==> src/rtl/imem_loader_if.sv <==
// Byte-stream input and instruction-memory write port of the imem loader.
// slave is the loader's view; master is the view of the stream source and memory.
interface imem_loader_if #(
    parameter int ADDR_W = 8
) ();
    logic              in_valid;
    logic [7:0]        in_data;
    logic              in_ready;
    logic              mem_we;
    logic [ADDR_W-1:0] mem_addr;
    logic [31:0]       mem_wdata;

    modport slave (
        input  in_valid,
        input  in_data,
        output in_ready,
        output mem_we,
        output mem_addr,
        output mem_wdata
    );

    modport master (
        output in_valid,
        output in_data,
        input  in_ready,
        input  mem_we,
        input  mem_addr,
        input  mem_wdata
    );
endinterface

==> src/rtl/imem_loader.sv <==
// Fills MIPS instruction memory from a length-prefixed, checksummed byte stream.
// The core is held in cpu_reset until a load completes with a good checksum.
module imem_loader #(
    parameter int ADDR_W = 8
) (
    input  logic         clk,
    input  logic         reset,
    input  logic         start,
    imem_loader_if.slave bus,
    output logic         cpu_reset,
    output logic         busy,
    output logic         done,
    output logic         error
);

    localparam logic [2:0] S_IDLE   = 3'd0;
    localparam logic [2:0] S_LEN_LO = 3'd1;
    localparam logic [2:0] S_LEN_HI = 3'd2;
    localparam logic [2:0] S_DATA   = 3'd3;
    localparam logic [2:0] S_WRITE  = 3'd4;
    localparam logic [2:0] S_CHECK  = 3'd5;
    localparam logic [2:0] S_DONE   = 3'd6;
    localparam logic [2:0] S_ERR    = 3'd7;

    localparam logic [16:0] MAX_WORDS = 17'd1 << ADDR_W;

    logic [2:0]      state;
    logic [2:0]      next_state;
    logic [7:0]      len_lo;
    logic [15:0]     n_words;
    logic [ADDR_W:0] word_cnt;
    logic [ADDR_W:0] cnt_inc;
    logic [1:0]      byte_idx;
    logic [23:0]     shreg;
    logic [7:0]      chk;
    logic            accept;
    logic [15:0]     n_hdr;
    logic            hdr_bad;
    logic            last_word;

    assign accept    = bus.in_valid && bus.in_ready;
    assign n_hdr     = {bus.in_data, len_lo};
    assign hdr_bad   = (n_hdr == 16'd0) || ({1'b0, n_hdr} > MAX_WORDS);
    assign cnt_inc   = word_cnt + 1'b1;
    assign last_word = (16'(cnt_inc) == n_words);

    always_comb begin
        next_state = state;
        case (state)
            S_IDLE, S_DONE, S_ERR: if (start) next_state = S_LEN_LO;
            S_LEN_LO: if (accept) next_state = S_LEN_HI;
            S_LEN_HI: if (accept) next_state = hdr_bad ? S_ERR : S_DATA;
            S_DATA:   if (accept && byte_idx == 2'd3) next_state = S_WRITE;
            S_WRITE:  next_state = last_word ? S_CHECK : S_DATA;
            S_CHECK:  if (accept) next_state = (bus.in_data == chk) ? S_DONE : S_ERR;
            default:  next_state = S_IDLE;
        endcase
    end

    // in_ready and mem_we are registered copies of the state being entered,
    // so they are valid for the whole cycle the FSM spends in that state.
    always_ff @(posedge clk or posedge reset) begin
        if (reset) begin
            state         <= S_IDLE;
            bus.in_ready  <= 1'b0;
            bus.mem_we    <= 1'b0;
            bus.mem_addr  <= '0;
            bus.mem_wdata <= 32'd0;
            cpu_reset     <= 1'b1;
            busy          <= 1'b0;
            done          <= 1'b0;
            error         <= 1'b0;
            len_lo        <= 8'd0;
            n_words       <= 16'd0;
            word_cnt      <= '0;
            byte_idx      <= 2'd0;
            shreg         <= 24'd0;
            chk           <= 8'd0;
        end else begin
            state        <= next_state;
            bus.in_ready <= (next_state == S_LEN_LO) || (next_state == S_LEN_HI) ||
                            (next_state == S_DATA)   || (next_state == S_CHECK);
            bus.mem_we   <= (next_state == S_WRITE);
            case (state)
                S_IDLE, S_DONE, S_ERR: begin
                    if (start) begin
                        cpu_reset <= 1'b1;
                        busy      <= 1'b1;
                        done      <= 1'b0;
                        error     <= 1'b0;
                        word_cnt  <= '0;
                        byte_idx  <= 2'd0;
                        chk       <= 8'd0;
                    end
                end
                S_LEN_LO: begin
                    if (accept) len_lo <= bus.in_data;
                end
                S_LEN_HI: begin
                    if (accept) begin
                        n_words <= n_hdr;
                        if (hdr_bad) begin
                            busy  <= 1'b0;
                            error <= 1'b1;
                        end
                    end
                end
                S_DATA: begin
                    if (accept) begin
                        shreg    <= {bus.in_data, shreg[23:8]};
                        chk      <= chk ^ bus.in_data;
                        byte_idx <= byte_idx + 2'd1;
                        // Earlier bytes sit little-endian in shreg; the 4th is the top byte.
                        if (byte_idx == 2'd3) begin
                            bus.mem_addr  <= word_cnt[ADDR_W-1:0];
                            bus.mem_wdata <= {bus.in_data, shreg};
                        end
                    end
                end
                S_WRITE: begin
                    word_cnt <= cnt_inc;
                    byte_idx <= 2'd0;
                end
                S_CHECK: begin
                    if (accept) begin
                        busy <= 1'b0;
                        if (bus.in_data == chk) begin
                            done      <= 1'b1;
                            cpu_reset <= 1'b0;
                        end else begin
                            error <= 1'b1;
                        end
                    end
                end
                default: ;
            endcase
        end
    end

endmodule

==> src/flat_wrapper.sv <==
// flat-port wrapper written by rule: the top's interface ports become plain ports
module imem_loader_flat 
#(
    parameter int ADDR_W = 8
)
  (clk, reset, start, cpu_reset, busy, done, error, bus_in_valid, bus_in_data, bus_in_ready, bus_mem_we, bus_mem_addr, bus_mem_wdata);
  imem_loader_if #(.ADDR_W(ADDR_W)) bus_i ();
  input  logic clk;
  input  logic reset;
  input  logic start;
  output logic cpu_reset;
  output logic busy;
  output logic done;
  output logic error;
  input wire logic [$bits(bus_i.in_valid)-1:0] bus_in_valid;
  input wire logic [$bits(bus_i.in_data)-1:0] bus_in_data;
  output wire logic [$bits(bus_i.in_ready)-1:0] bus_in_ready;
  output wire logic [$bits(bus_i.mem_we)-1:0] bus_mem_we;
  output wire logic [$bits(bus_i.mem_addr)-1:0] bus_mem_addr;
  output wire logic [$bits(bus_i.mem_wdata)-1:0] bus_mem_wdata;
  assign bus_i.in_valid = bus_in_valid;
  assign bus_i.in_data = bus_in_data;
  assign bus_in_ready = bus_i.in_ready;
  assign bus_mem_we = bus_i.mem_we;
  assign bus_mem_addr = bus_i.mem_addr;
  assign bus_mem_wdata = bus_i.mem_wdata;
  imem_loader #(.ADDR_W(ADDR_W)) u_core (.clk(clk), .reset(reset), .start(start), .bus(bus_i), .cpu_reset(cpu_reset), .busy(busy), .done(done), .error(error));
endmodule
==> config.mk <==
export PLATFORM = sky130hd
export DESIGN_NAME = imem_loader_flat
export DESIGN_NICKNAME = d
export VERILOG_FILES = /design/src/rtl/imem_loader_if.sv /design/src/rtl/imem_loader.sv /design/src/flat_wrapper.sv
export SDC_FILE = /design/constraint.sdc
export NUM_CORES = 1
export LEC_CHECK = 0
export BUFFER_PORTS_ARGS = -buffer_cell sky130_fd_sc_hd__buf_2
export CAP_MARGIN = 20
export CORE_MARGIN = 5
export CORE_UTILIZATION = 40
export DETAILED_ROUTE_END_ITERATION = 7
export SYNTH_ARGS = -nofsm -noshare
export SYNTH_HDL_FRONTEND = slang
export SYNTH_SLANG_ARGS = --single-unit
==> constraint.sdc <==
create_clock -name clk -period 3.99 [get_ports clk]
set_clock_uncertainty 0.1 [all_clocks]
set_input_delay 0.5985 -clock clk [delete_from_list [all_inputs] [get_ports clk]]
set_output_delay 0.5985 -clock clk [all_outputs]
set_load 0.03 [all_outputs]
==> impl_results.md <==
* Multi-input gate area at 2110 um2
* Clk sink count at 116
* Mean Syn Cell Area at 11.7 um2
* DR pass1 iterations at 4
* Status: finished clean
* Commonest non-fill, non-tap cell in the layout: dfrtp_1
* Initial Util at 0.408
* GRT Total Usage at 0.152
* Share of layout cells above drive strength 1 at 0.336
* Largest net degree at the start of global routing at 63
* Initial antenna violation count at 0
* Power Dens Cells at 845 nW/um2
* Core ar. at 12600 um2
* Die height at 123 um
* Die X at 123 um
* Post-Route Utilization at 0.488
* Reg2reg setup slack at 1.37 ns
* Syn Inst Count at 440
* First-pass GRT wire length at 17900 um
* Setup Fix Bufs, Post-CTS at 0
* ANT nets after route at 0
* Dpl hpwl at 7180 um
* Num rows at 41
* Io pins at 58
* Post-synth EDFFs at 0
* Sequential share of the synthesized area at 0.564
* Top sig layer: met4
* Leak at 2.91 nW
* Highest Clock Rate at 381 MHz
* Clock transition at path regs at 0.05 ns
* Drt drc at 0
* Worst reg2reg startpoint: u_core.state[2]$_DFF_PP0_
* # setup viols final at 0
* Wire per inst at 15.6 um
* Max-slew violation count at 0
* TritonCTS clock tree: done
* Slew margin rel. at 0.470
* Distinct cells, synth at 51
* DR iter-0 viols at 195
* RSZ-0062 raised after global routing: no
* Vias in the first global route at 3491
* Syn_nets at 454
* H-tree depth at 4
* Final Hold Fails at 0
* Period utilization at 0.657
* Worst-skew pair later-pin latency at 0.40 ns
* Met3 wire length at 582 um
* Crit start category: register
* Total grt overflow at 0
* Metal2 WL at 4820 um
* Root buffer selected by CTS: clkbuf_16
* Hold buffer count at CTS at 0
* Worst R2R End: u_core.state[2]$_DFF_PP0_
* Final setup TNS at 0 ns
* Synth Register Bits at 116
* Hold_ws at 0.189 ns
* Storage cell area at 2900 um2
* Synth Cell Area at 5150 um2
* Worst slew pin tran at 0.793 ns
* Ys Warns at 0
* Via count at 3473
* GPL Wtd Cong at 0.843
* Number of fill cells in the layout at 1194
* Primary FF master, synth: dfrtp_1
* R2R cell count at 6
* Met1 wire length at 5110 um
* Die area at 15300 um2
* Max Buffers Root-to-Sink at 2
* Tmin final at 2.62 ns
* Area Growth Syn to Fin at 19.6%
* Most frequent cells in the layout: dfrtp_1, mux2_2, nand2_1
* WS Path Type: register to register
* Fin nets at 507
* HP Class: primary input to asynchronous set/reset pin
* Max-Cap Viols at 0
* Critical path peak fanout at 32
* Vias per inst at 5.12
* Peak supply drop at 470 uV
* Worst Path Arrival at 2.82 ns
* Input/output buffers at 57
* Ant. Diodes at 0
* TritonCTS buffer count at 17
* CP required at 4.18 ns
* Drt total wl at 10600 um
* CP endpoint kind: register
* Synth async-reset ratio at 1.00
* CTS resizes at 0
Yosys cell counts, types with 4 or more instances:
library cell / instances / area, um2
a21o_1: 4 / 30.0
a21oi_1: 9 / 45.0
a22o_1: 7 / 61.3
and2_1: 5 / 31.3
and3_1: 4 / 25.0
buf_2: 17 / 85.1
clkbuf_1: 9 / 33.8
dfrtp_1: 115 / 2880
inv_1: 6 / 22.5
mux2_2: 69 / 777
nand2_1: 67 / 251
nand3_1: 5 / 25.0
nand4_1: 6 / 37.5
nor2_1: 11 / 41.3
nor2b_1: 11 / 68.8
nor4_1: 7 / 43.8
o21ai_0: 22 / 110
o31ai_1: 6 / 45.0
xnor2_1: 16 / 140
worst max path at each step:
stage,start,to
2_1_floorplan,reset,u_core.bus.in_ready$_DFF_PP0_
3_3_place_gp,bus_in_valid,u_core.state[2]$_DFF_PP0_
3_5_place_dp,bus_in_valid,u_core.state[2]$_DFF_PP0_
4_1_cts,u_core.state[2]$_DFF_PP0_,u_core.state[2]$_DFF_PP0_
5_1_grt,u_core.state[2]$_DFF_PP0_,u_core.state[2]$_DFF_PP0_
6_report,u_core.state[2]$_DFF_PP0_,u_core.state[2]$_DFF_PP0_
layout make-up:
type,count,area share
Tap cell,172,0.0349
Sequential cell,116,0.471
Multi-Input combinational cell,291,0.342
Inverter,7,0.00467
Clock inverter,12,0.0211
Clock buffer,20,0.0741
Timing Repair Buffer,60,0.0520
flip-flops by register name, summed over array words and instances, names as in the netlist, 3 cells and up:
signal and cells:
u_core.state 3, u_core.n_words 16, u_core.word_cnt 9, u_core.chk 8
u_core.shreg 24, u_core.len_lo 8, u_core.bus.mem_wdata 32, u_core.bus.mem_addr 8
per-layer routing:
layer | track usage | vias to the layer above
met1 | 0.213 | 1742
met4 | 0.0471 | 0
li1 | - | 1647
met2 | 0.222 | 76
met3 | 0.0535 | 8
met5 | 0 | -
cells by family after synthesis:
kind of cell	count (synthesis)	synth area share
mux	73	0.159
flops	116	0.564
compound gates	64	0.0848
fa+ha+maj	2	0.00486
buf+inv	33	0.0282
simple gates	133	0.127
xor+xnor	19	0.0323
worst max-delay path, stage by stage, from the launching register on:
cell and delay, ns:
dfrtp_1 0.80, nor3_4 0.08, buf_4 0.28, nand2_1 0.14, clkinv_1 0.47, a211o_1 0.47
a21o_1 0.16
report_power, final:
part | switching (mW) | internal, mW | leakage, nW
sequential | 0.393 | 1.67 | 1.47
clock | 0.526 | 0.950 | 0.286
combinational | 0.921 | 0.745 | 1.15
total | 1.84 | 3.37 | 2.91
metrics by stage:
stage               cell area (um2)  instances  setup WS (ns)  power (mW)
global route                   6160        678           1.15        5.54
floorplan                      5150        440          0.221        3.31
finish                         6160        678           1.37        5.21
detailed placement             5580        646           1.26        3.76
global placement               5580        646           1.34        3.69
CTS                            6160        678           1.38        5.27
No activity file was read; power rests on OpenSTA's default activity.
